<file path="config.mk">
export PLATFORM = sky130hd
export DESIGN_NAME = mem_ctrl_flat
export DESIGN_NICKNAME = d
export VERILOG_FILES = /design/src/rtl/mem_ctrl_pkg.sv /design/src/rtl/mem_ctrl_if.sv /design/src/rtl/mem_ctrl.sv /design/src/flat_wrapper.sv
export SDC_FILE = /design/constraint.sdc
export NUM_CORES = 1
export LEC_CHECK = 0
export CAP_MARGIN = 20
export CELL_PAD_IN_SITES_DETAIL_PLACEMENT = 0
export CELL_PAD_IN_SITES_GLOBAL_PLACEMENT = 1
export CORE_MARGIN = 8
export CORE_UTILIZATION = 45
export CTS_BUF_LIST = sky130_fd_sc_hd__clkbuf_4
export DETAILED_ROUTE_END_ITERATION = 6
export PLACE_DENSITY = 0.94
export SLEW_MARGIN = 15
export SYNTH_ARGS = -nofsm -noshare
export SYNTH_HDL_FRONTEND = slang
export SYNTH_SLANG_ARGS = --single-unit
</file>
<file path="constraint.sdc">
create_clock -name clk_in -period 21.1 [get_ports clk_in]
set_input_delay 4.22 -clock clk_in [delete_from_list [all_inputs] [get_ports clk_in]]
set_output_delay 4.22 -clock clk_in [all_outputs]
set_load 0.02 [all_outputs]
</file>
<file path="src/rtl/mem_ctrl_pkg.sv">
// Shared types and constants for the byte-serial memory controller.
// Holds the FSM encoding, data_len codes, bus widths and byte lane helpers.
package mem_ctrl_pkg;

  localparam int ADDR_W = 32;
  localparam int DATA_W = 32;
  localparam int BYTE_W = 8;

  localparam logic [ADDR_W-1:0] IO_BASE_DEFAULT = 32'h0003_0000;

  typedef enum logic [1:0] {
    ST_IDLE  = 2'd0,
    ST_READ  = 2'd1,
    ST_WRITE = 2'd2,
    ST_DONE  = 2'd3
  } state_e;

  // Loads carry the byte count, stores carry the byte count minus one.
  localparam logic [2:0] LEN_LB = 3'd1;
  localparam logic [2:0] LEN_LH = 3'd2;
  localparam logic [2:0] LEN_LW = 3'd4;
  localparam logic [2:0] LEN_SB = 3'd0;
  localparam logic [2:0] LEN_SH = 3'd1;
  localparam logic [2:0] LEN_SW = 3'd3;

  function automatic logic [BYTE_W-1:0] get_byte(input logic [DATA_W-1:0] w,
                                                 input logic [1:0]        idx);
    return w[idx*BYTE_W +: BYTE_W];
  endfunction

  function automatic logic [DATA_W-1:0] set_byte(input logic [DATA_W-1:0] w,
                                                 input logic [1:0]        idx,
                                                 input logic [BYTE_W-1:0] b);
    logic [DATA_W-1:0] r;
    r = w;
    r[idx*BYTE_W +: BYTE_W] = b;
    return r;
  endfunction

endpackage

</file>
<file path="src/rtl/mem_ctrl_if.sv">
// CPU-side requester signals and byte-wide RAM/IO bus of the memory controller.
// slave is the controller view; master is the pipeline/RAM environment view.
interface mem_ctrl_if;
  import mem_ctrl_pkg::*;

  logic              rdy_in;
  logic              if_req;
  logic [ADDR_W-1:0] if_addr;
  logic              if_flush;
  logic              if_done;
  logic [DATA_W-1:0] if_data;
  logic              read_mem;
  logic              write_mem;
  logic [ADDR_W-1:0] mem_addr;
  logic [DATA_W-1:0] mem_wdata;
  logic [2:0]        data_len;
  logic              mem_load_done;
  logic [DATA_W-1:0] mem_rdata;
  logic [1:0]        busy_state;
  logic [BYTE_W-1:0] ram_din;
  logic [BYTE_W-1:0] ram_dout;
  logic [ADDR_W-1:0] ram_a;
  logic              ram_wr;
  logic              io_buffer_full;

  modport slave (
    input  rdy_in, if_req, if_addr, if_flush, read_mem, write_mem, mem_addr,
           mem_wdata, data_len, ram_din, io_buffer_full,
    output if_done, if_data, mem_load_done, mem_rdata, busy_state, ram_dout,
           ram_a, ram_wr
  );

  modport master (
    output rdy_in, if_req, if_addr, if_flush, read_mem, write_mem, mem_addr,
           mem_wdata, data_len, ram_din, io_buffer_full,
    input  if_done, if_data, mem_load_done, mem_rdata, busy_state, ram_dout,
           ram_a, ram_wr
  );

endinterface

</file>
<file path="src/rtl/mem_ctrl.sv">
// Arbitrates IF fetches and MEM loads/stores onto a byte-serial RAM/IO bus, all outputs registered.
// Word read: 6 cycles accept-to-done; N-byte store: done in cycle N+1; requesters back off on busy_state.
module mem_ctrl
  import mem_ctrl_pkg::*;
#(
  parameter logic [ADDR_W-1:0] IO_BASE = IO_BASE_DEFAULT
) (
  input  logic       clk_in,
  input  logic       rst_in,
  mem_ctrl_if.slave  bus
);

  state_e            state_q, state_d;
  logic [2:0]        cnt_q, cnt_d;
  logic [2:0]        len_q, len_d;
  logic [ADDR_W-1:0] base_q, base_d;
  logic [DATA_W-1:0] wdat_q, wdat_d;
  logic [DATA_W-1:0] asm_q, asm_d;
  logic              is_if_q, is_if_d;
  logic              is_io_q, is_io_d;
  logic [1:0]        cool_q, cool_d;

  logic [ADDR_W-1:0] ram_a_q, ram_a_d;
  logic [BYTE_W-1:0] ram_dout_q, ram_dout_d;
  logic              ram_wr_q, ram_wr_d;
  logic              if_done_q, if_done_d;
  logic [DATA_W-1:0] if_data_q, if_data_d;
  logic              mem_done_q, mem_done_d;
  logic [DATA_W-1:0] mem_rdata_q, mem_rdata_d;
  logic [1:0]        busy_q, busy_d;

  logic              st_len_ok, ld_len_ok, io_addr, store_ok, load_ok, fetch_ok;
  logic [1:0]        rd_idx;

  assign st_len_ok = (bus.data_len == LEN_SB) || (bus.data_len == LEN_SH) ||
                     (bus.data_len == LEN_SW);
  assign ld_len_ok = (bus.data_len == LEN_LB) || (bus.data_len == LEN_LH) ||
                     (bus.data_len == LEN_LW);
  assign io_addr   = (bus.mem_addr >= IO_BASE);
  // The cooldown covers an IO FIFO that reports full a couple of cycles late.
  assign store_ok  = bus.write_mem && st_len_ok &&
                     !(io_addr && (bus.io_buffer_full || (cool_q != 2'd0)));
  assign load_ok   = bus.read_mem && ld_len_ok;
  assign fetch_ok  = bus.if_req && !bus.if_flush;

  // Byte k arrives two edges after its address was driven.
  assign rd_idx    = 2'(cnt_q - 3'd2);

  always_comb begin
    state_d     = state_q;
    cnt_d       = cnt_q;
    len_d       = len_q;
    base_d      = base_q;
    wdat_d      = wdat_q;
    asm_d       = asm_q;
    is_if_d     = is_if_q;
    is_io_d     = is_io_q;
    cool_d      = (cool_q != 2'd0) ? cool_q - 2'd1 : cool_q;
    ram_a_d     = ram_a_q;
    ram_dout_d  = ram_dout_q;
    ram_wr_d    = 1'b0;
    if_done_d   = 1'b0;
    if_data_d   = if_data_q;
    mem_done_d  = 1'b0;
    mem_rdata_d = mem_rdata_q;
    busy_d      = busy_q;

    case (state_q)
      ST_IDLE: begin
        busy_d = 2'b00;
        if (bus.rdy_in) begin
          if (store_ok) begin
            state_d    = ST_WRITE;
            len_d      = bus.data_len + 3'd1;
            base_d     = bus.mem_addr;
            wdat_d     = bus.mem_wdata;
            is_if_d    = 1'b0;
            is_io_d    = io_addr;
            cnt_d      = 3'd1;
            ram_a_d    = bus.mem_addr;
            ram_dout_d = get_byte(bus.mem_wdata, 2'd0);
            ram_wr_d   = 1'b1;
            busy_d     = 2'b01;
          end else if (load_ok) begin
            state_d = ST_READ;
            len_d   = bus.data_len;
            base_d  = bus.mem_addr;
            is_if_d = 1'b0;
            is_io_d = 1'b0;
            cnt_d   = 3'd1;
            asm_d   = '0;
            ram_a_d = bus.mem_addr;
            busy_d  = 2'b01;
          end else if (fetch_ok) begin
            state_d = ST_READ;
            len_d   = LEN_LW;
            base_d  = bus.if_addr;
            is_if_d = 1'b1;
            is_io_d = 1'b0;
            cnt_d   = 3'd1;
            asm_d   = '0;
            ram_a_d = bus.if_addr;
            busy_d  = 2'b10;
          end
        end
      end

      ST_READ: begin
        if (is_if_q && bus.if_flush) begin
          state_d = ST_IDLE;
          busy_d  = 2'b00;
        end else begin
          if (cnt_q < len_q) ram_a_d = base_q + ADDR_W'(cnt_q);
          if (cnt_q >= 3'd2) asm_d = set_byte(asm_q, rd_idx, bus.ram_din);
          cnt_d = cnt_q + 3'd1;
          if (cnt_q == len_q + 3'd1) begin
            state_d = ST_DONE;
            if (is_if_q) begin
              if_done_d = 1'b1;
              if_data_d = asm_d;
            end else begin
              mem_done_d  = 1'b1;
              mem_rdata_d = asm_d;
            end
          end
        end
      end

      ST_WRITE: begin
        if (cnt_q < len_q) begin
          ram_a_d    = base_q + ADDR_W'(cnt_q);
          ram_dout_d = get_byte(wdat_q, cnt_q[1:0]);
          ram_wr_d   = 1'b1;
          cnt_d      = cnt_q + 3'd1;
        end else begin
          state_d     = ST_DONE;
          mem_done_d  = 1'b1;
          mem_rdata_d = '0;
        end
      end

      ST_DONE: begin
        state_d = ST_IDLE;
        busy_d  = 2'b00;
        if (is_io_q) cool_d = 2'd2;
        is_io_d = 1'b0;
      end

      default: begin
        state_d = ST_IDLE;
        busy_d  = 2'b00;
      end
    endcase
  end

  always_ff @(posedge clk_in or posedge rst_in) begin
    if (rst_in) begin
      state_q     <= ST_IDLE;
      cnt_q       <= '0;
      len_q       <= '0;
      base_q      <= '0;
      wdat_q      <= '0;
      asm_q       <= '0;
      is_if_q     <= 1'b0;
      is_io_q     <= 1'b0;
      cool_q      <= '0;
      ram_a_q     <= '0;
      ram_dout_q  <= '0;
      ram_wr_q    <= 1'b0;
      if_done_q   <= 1'b0;
      if_data_q   <= '0;
      mem_done_q  <= 1'b0;
      mem_rdata_q <= '0;
      busy_q      <= '0;
    end else begin
      state_q     <= state_d;
      cnt_q       <= cnt_d;
      len_q       <= len_d;
      base_q      <= base_d;
      wdat_q      <= wdat_d;
      asm_q       <= asm_d;
      is_if_q     <= is_if_d;
      is_io_q     <= is_io_d;
      cool_q      <= cool_d;
      ram_a_q     <= ram_a_d;
      ram_dout_q  <= ram_dout_d;
      ram_wr_q    <= ram_wr_d;
      if_done_q   <= if_done_d;
      if_data_q   <= if_data_d;
      mem_done_q  <= mem_done_d;
      mem_rdata_q <= mem_rdata_d;
      busy_q      <= busy_d;
    end
  end

  assign bus.ram_a         = ram_a_q;
  assign bus.ram_dout      = ram_dout_q;
  assign bus.ram_wr        = ram_wr_q;
  assign bus.if_done       = if_done_q;
  assign bus.if_data       = if_data_q;
  assign bus.mem_load_done = mem_done_q;
  assign bus.mem_rdata     = mem_rdata_q;
  assign bus.busy_state    = busy_q;

endmodule
</file>
<file path="src/flat_wrapper.sv">
// flat-port wrapper written by rule: the top's interface ports become plain ports
module mem_ctrl_flat import mem_ctrl_pkg::*;
#(
  parameter logic [ADDR_W-1:0] IO_BASE = IO_BASE_DEFAULT
)
  (clk_in, rst_in, bus_rdy_in, bus_if_req, bus_if_addr, bus_if_flush, bus_read_mem, bus_write_mem, bus_mem_addr, bus_mem_wdata, bus_data_len, bus_ram_din, bus_io_buffer_full, bus_if_done, bus_if_data, bus_mem_load_done, bus_mem_rdata, bus_busy_state, bus_ram_dout, bus_ram_a, bus_ram_wr);
  mem_ctrl_if bus_i ();
  input  logic clk_in;
  input  logic rst_in;
  input wire logic [$bits(bus_i.rdy_in)-1:0] bus_rdy_in;
  input wire logic [$bits(bus_i.if_req)-1:0] bus_if_req;
  input wire logic [$bits(bus_i.if_addr)-1:0] bus_if_addr;
  input wire logic [$bits(bus_i.if_flush)-1:0] bus_if_flush;
  input wire logic [$bits(bus_i.read_mem)-1:0] bus_read_mem;
  input wire logic [$bits(bus_i.write_mem)-1:0] bus_write_mem;
  input wire logic [$bits(bus_i.mem_addr)-1:0] bus_mem_addr;
  input wire logic [$bits(bus_i.mem_wdata)-1:0] bus_mem_wdata;
  input wire logic [$bits(bus_i.data_len)-1:0] bus_data_len;
  input wire logic [$bits(bus_i.ram_din)-1:0] bus_ram_din;
  input wire logic [$bits(bus_i.io_buffer_full)-1:0] bus_io_buffer_full;
  output wire logic [$bits(bus_i.if_done)-1:0] bus_if_done;
  output wire logic [$bits(bus_i.if_data)-1:0] bus_if_data;
  output wire logic [$bits(bus_i.mem_load_done)-1:0] bus_mem_load_done;
  output wire logic [$bits(bus_i.mem_rdata)-1:0] bus_mem_rdata;
  output wire logic [$bits(bus_i.busy_state)-1:0] bus_busy_state;
  output wire logic [$bits(bus_i.ram_dout)-1:0] bus_ram_dout;
  output wire logic [$bits(bus_i.ram_a)-1:0] bus_ram_a;
  output wire logic [$bits(bus_i.ram_wr)-1:0] bus_ram_wr;
  assign bus_i.rdy_in = bus_rdy_in;
  assign bus_i.if_req = bus_if_req;
  assign bus_i.if_addr = bus_if_addr;
  assign bus_i.if_flush = bus_if_flush;
  assign bus_i.read_mem = bus_read_mem;
  assign bus_i.write_mem = bus_write_mem;
  assign bus_i.mem_addr = bus_mem_addr;
  assign bus_i.mem_wdata = bus_mem_wdata;
  assign bus_i.data_len = bus_data_len;
  assign bus_i.ram_din = bus_ram_din;
  assign bus_i.io_buffer_full = bus_io_buffer_full;
  assign bus_if_done = bus_i.if_done;
  assign bus_if_data = bus_i.if_data;
  assign bus_mem_load_done = bus_i.mem_load_done;
  assign bus_mem_rdata = bus_i.mem_rdata;
  assign bus_busy_state = bus_i.busy_state;
  assign bus_ram_dout = bus_i.ram_dout;
  assign bus_ram_a = bus_i.ram_a;
  assign bus_ram_wr = bus_i.ram_wr;
  mem_ctrl #(.IO_BASE(IO_BASE)) u_core (.clk_in(clk_in), .rst_in(rst_in), .bus(bus_i));
endmodule
</file>
# Word-level counts from Yosys, hierarchy flattened
# Cells that the tools add are included.
[classes]
n_addsub = 7
order_cmp = 3
eq_ne = 20
shift = 3
mux = 72
bitwise = 1
reduce_logical = 34
[op_table]
columns = ["operator", "count"]
rows = [
  ["$mux 32", 16],
  ["$pmux 32 s2", 2],
  ["$pmux 32 s3", 1],
  ["$neg 5->34", 1],
  ["$shift 8x34->32 const A", 1],
  ["$shiftx 8x34->32", 1],
  ["$add 32x3->32", 1],
  ["$bwmux 32", 1],
  ["$ge 32x18->1 const B", 1],
  ["$shiftx 32x6->8", 1],
  ["$mux 2", 15],
  ["$mux 3", 9],
  ["$mux 8", 3],
  ["$mux 1", 18],
  ["$pmux 8 s2", 1],
  ["$reduce_and 4->1", 4],
  ["$reduce_and 5->1", 3],
  ["$ne 2x2->1 const B", 5],
  ["$reduce_bool 2->1", 5],
  ["$add 3x1->3 const B", 3],
  ["$pmux 3 s3", 1],
  ["$reduce_and 3->1", 3],
  ["$reduce_bool 3->1", 3],
  ["$ne 2x1->1 const B", 4],
  ["other kinds (22)", 37],
]
[word_totals]
ff_bits = 217
in_bits = 115
output_inout_bits = 109
elab_cells = 157

# Logic depth before layout (Yosys ltp)
[depth]
depth_word = 9
depth_mapped = 10
mapped_depth_nobuf = 9

# Worst setup path after synthesis
# OpenSTA, ideal clock, no wires.
[synth_timing]
path_kind = "input to register"
from = "input port bus_data_len[0]"
to = "register u_core.asm_q[11]"
arrival_time_ns = 6.139
t_required_ns = 20.975
setup_slack_ns = 14.836
cell_stages = 9
path_buffers = 1
path_cell_list = "inv_1 > ha_1 > o21ba_1 > o21a_1 > o21a_2 > or3_1 > a21oi_2 > buf_4 > mux2_2"
[synth_between]
elab_chain_cells = 8
elab_cells_between_ends = 19
[synth_rtl]
columns = ["element", "line_no", "rtl"]
rows = [
  ["from (decl)", "flat_wrapper.sv:18", "input wire logic [$bits(bus_i.data_len)-1:0] bus_data_len;"],
  ["$eq 3x1->1 / $eq 3x2->1 (equally long branches)", "mem_ctrl.sv:35, mem_ctrl.sv:37", ""],
  ["$logic_or 1x1->1 (2 in a row)", "mem_ctrl.sv:37", "assign ld_len_ok = (bus.data_len == LEN_LB) || (bus.data_len == LEN_LH) ||"],
  ["$logic_and 1x1->1", "mem_ctrl.sv:43", "assign load_ok = bus.read_mem && ld_len_ok;"],
  ["$mux 32", "mem_ctrl.sv:84", "end else if (load_ok) begin"],
  ["$mux 32", "mem_ctrl.sv:72", "if (store_ok) begin"],
  ["$mux 32", "mem_ctrl.sv:71", "if (bus.rdy_in) begin"],
  ["$pmux 32 s2", "mem_ctrl.sv:68", "case (state_q)"],
  ["to (signal assigned)", "mem_ctrl.sv:181", "asm_q <= asm_d;"],
  ["to (decl)", "mem_ctrl.sv:18", "logic [DATA_W-1:0] asm_q, asm_d;"],
]
# Several ways; a longest one is shown, not always the timed one. The select of a mux whose other input is x is not followed.
# A chain may end at the register's enable or synchronous reset.

# Worst setup path in the final report
[layout_timing]
from = "input port bus_data_len[1]"
to = "register u_core.ram_a_q[30], in the netlist u_core.bus.ram_a[30]"
[layout_between]
elab_chain_cells = 8
elab_cells_between_ends = 18
[layout_rtl]
columns = ["element", "line_no", "rtl"]
rows = [
  ["$eq 3x1->1, or another cell as far along", "mem_ctrl.sv:35, mem_ctrl.sv:37", ""],
  ["$logic_or 1x1->1, on equally long branches (2 in a row)", "mem_ctrl.sv:37, mem_ctrl.sv:35", ""],
  ["$logic_and 1x1->1, on equally long branches", "mem_ctrl.sv:43, mem_ctrl.sv:41", ""],
  ["$mux 32 / $logic_and 1x1->1 (equally long branches)", "mem_ctrl.sv:84, mem_ctrl.sv:41", ""],
  ["$mux 32", "mem_ctrl.sv:72", ""],
  ["$mux 32", "mem_ctrl.sv:71", ""],
  ["$pmux 32 s3", "mem_ctrl.sv:68", ""],
  ["to (signal assigned)", "mem_ctrl.sv:185", "ram_a_q <= ram_a_d;"],
  ["to (decl)", "mem_ctrl.sv:23", "logic [ADDR_W-1:0] ram_a_q, ram_a_d;"],
]
# Several ways; a longest one is shown, not always the timed one. The select of a mux whose other input is x is not followed.

==> flow_summary.yaml <==
status:
  status: "finished clean"
logic_synthesis:
  synth_edf_count: 0
  yosysTopAreaCell: "dfrtp_1"
  synth.top_cell.area_share: 0.4968
  ys_seq_area_frac: 0.4968
  synthArstFlopShare: 1.000
  synthCells: 1007
  synth_cell_type_count: 57
  synthFlopType: "dfrtp_1"
  synth_nets: 1146
  post_synth.cell_area_avg_um2: 10.85
  yosys_warnings: 0
  synth_area_um2: 10930
  synth_area_leaders: "dfrtp_1 50%, mux2i_1 7.1%, mux2_1 7.1%, mux2_2 3.6%, a21oi_1 3.6%"
  synth_seq_cells: 217
placed_design:
  gp_congestion: 0.8423
  dp.cells: 1515
  place_area_um2: 13440
  place_ws_ns: 13.77
  hpwlAfterDp_um: 20540
  io_buffers: 223
cells_and_area:
  nFillCells: 2060
  nets: 1391
  multi_input_area_um2: 5141
  fin_area_um2: 14230
  drive_gt1_frac: 0.1246
  seq_area_um2: 5430
  fin_cells: 1617
  area.growth.synth_to_final_pct: 30.23
sta:
  clock_skew_ns: 0.02387
  setup_tns_ns: 0
  fmax_mhz: 150.9
  setup_violations: 0
  setup_slack_ns: 14.47
  rsz0062_at_grt: "false"
  slew_viol_final: 0
  hold_ws_ns: 0.4628
  hold_violations: 0
  finalCritPeriodShare: 0.3141
  fin_crit_ns: 6.627
  worstMarginPinSlew_ns: 0.9989
  slew_headroom: 0.3341
floorplan:
  io_pins: 224
  die_w_um: 171.9
  dieHeight_um: 171.9
  start_util: 0.4534
  coreArea_um2: 24110
  row_count: 57
  die_area_um2: 29530
critical_path:
  crit_family: "buffers and inverters"
  crit_chain: "clkdlybuf4s50_1 > inv_1 > ha_1 > or3_1 > a31oi_1 > o2bb2ai_4 > buf_4 > mux2i_1 > o211ai_1 > mux2_2"
  critPathBufInv: 3
  cp_slowest_cell: "clkdlybuf4s50_1"
  worstPathArrival_ns: 7.18
  cp_max_fo: 32
  end_kind: "flop"
  critPathRequiredTime_ns: 21.66
  slowest_delay_ns: 0.54
  cp-start-kind: "input pin"
  worst-setup-path-type: "in2reg"
clocking:
  ctsResizeCount: 0
  hold_buffers: 0
  clk-insertion-delay-late_ns: 0.68
  cts_made_buffers: 58
  htreeDepth: 2
  cts.sinks: 217
  postCtsSetupBuffers: 0
  cts_tree: "built"
  clk_pin_slew_worst_paths_ns: 0.06
  root_buffer: "clkbuf_4"
  cts_buffer_depth: 3
drt:
  drc: 0
  first_pass_iters: 4
  num_vias: 8583
  dr.first_iter.drc_count: 535
  drt_wl_total_um: 28990
  vias_per_cell: 5.308
  wire_per_inst_um: 17.93
  ant_nets: 0
pwr:
  peakVddDrop_v: 0.00009503
  power.leakage_uw: 0.006414
  power_density_nw_per_um2: 143.5
global_routing:
  track_usage: 0.1970
  antenna_found_initial: 1
  grt_pass1_wl_um: 46720
  grt_pass1_vias: 9119
  grt_overflow: 0
  grt_max_degree: 138
min_path:
  hold_class: "reg2reg"
job:
  cap_violations: 0
-- cells in the mapped netlist (2+ instances only) --
cell,number
a211o_1,2
a211oi_1,3
a21o_1,2
a21oi_1,78
a21oi_2,3
a22o_1,17
a31oi_1,2
and2_1,5
and3_1,25
and4_1,3
buf_1,5
buf_2,8
buf_4,5
buf_6,4
clkbuf_1,27
dfrtp_1,217
ha_1,23
inv_1,38
mux2_1,69
mux2_2,35
mux2i_1,78
mux4_2,8
nand2_1,99
nand2b_1,10
nand3_1,11
nand4_1,6
nor2_1,79
nor2b_1,3
nor3_1,15
nor4_1,10
o2111ai_1,3
o211ai_1,6
o21a_1,2
o21ai_0,42
o21ai_1,12
o21ba_1,2
or3_1,5
or4b_1,3
xnor2_1,19
xor2_1,6
-- state kept, by name, indices dropped and copies added (netlist names) --
| register | cells |
|---|---|
| u_core.base_q | 32 |
| u_core.bus.ram_a | 32 |
| u_core.len_q | 3 |
| u_core.is_if_q | 1 |
| u_core.cool_q | 2 |
| u_core.bus.ram_wr | 1 |
| u_core.bus.mem_load_done | 1 |
| u_core.bus.busy_state | 2 |
| u_core.wdat_q | 32 |
| u_core.bus.ram_dout | 8 |
| u_core.is_io_q | 1 |
| u_core.bus.if_data | 32 |
| u_core.bus.mem_rdata | 32 |
| u_core.bus.if_done | 1 |
| u_core.cnt_q | 3 |
| u_core.state_q | 2 |
| u_core.asm_q | 32 |
-- power breakdown --
part           internal (uW)  total (uW)  switching [uW]
combinational            444         975             531
clock                    216         387             171
sequential               563         682             119
total                   1220        2040             820
-- layout by cell type (no fill, tap or decap), types with 11 or more instances in the layout --
cell type | netlist | layout
nand3_1 | 11 | 11
xnor2_1 | 19 | 19
nand2_1 | 99 | 99
and3_1 | 25 | 24
mux2_2 | 35 | 35
dfrtp_1 | 217 | 217
nor3_1 | 15 | 15
ha_1 | 23 | 22
mux2_1 | 69 | 69
clkdlybuf4s50_1 | 0 | 223
clkbuf_4 | 0 | 90
inv_1 | 38 | 37
a22o_1 | 17 | 17
o21ai_1 | 12 | 12
mux2i_1 | 78 | 78
o21ai_0 | 42 | 42
a21oi_1 | 78 | 78
nor2_1 | 79 | 79
-- metal layers --
metal	track usage	share of wire	vias to the layer above
met5	0	0	-
met4	0.06559	0.019	0
met3	0.05297	0.074	48
met2	0.3349	0.50	270
met1	0.2399	0.41	4187
li1	-	-	4078
-- worst paths after layout --
path	slack, ns	from	depth (start not counted)	end
min in group asynchronous	4.12	rst_in	2	u_core.bus.ram_a[0]
setup reg to reg	17.33	u_core.cnt_q[0]	9	u_core.bus.ram_a[30]
max in group asynchronous	15.52	rst_in	4	u_core.bus.if_data[22]
hold / removal	0.46	u_core.cool_q[0]	1	u_core.cool_q[0]
hold reg to reg	0.46	u_core.cool_q[0]	1	u_core.cool_q[0]
setup / recovery	14.47	bus_data_len[1]	10	u_core.bus.ram_a[30]
-- layout make-up --
class,instances,area share
Sequential cell,217,0.3815
Multi-Input combinational cell,702,0.3612
Timing Repair Buffer,234,0.1640
Clock buffer,90,0.04746
Tap cell,324,0.02848
Inverter,39,0.01081
Clock inverter,10,0.006416
Antenna cell,1,0.0001758
-- stage by stage --
step / total power (uW) / utilization
floorplan: 1332 / -
global placement: 1644 / 0.5575
detailed placement: 1673 / 0.5575
CTS: 2070 / 0.5893
global route: 2188 / 0.5905
finish: 2043 / 0.5905
-- cell families (layout without fill, tap and decap cells) --
kind of cell	Yosys count	after routing	share of synthesized area
XOR/XNOR	26	26	0.02221
AND/OR/NAND/NOR	278	278	0.1185
flip-flops	217	217	0.4968
multiplexers	190	190	0.1951
AO/OA/AOI/OAI	184	184	0.1037
adder cells (fa/ha/maj)	24	24	0.02816
buffers and inverters	88	373	0.03560
other	0	1	0
No activity file was read; power rests on OpenSTA's default activity.
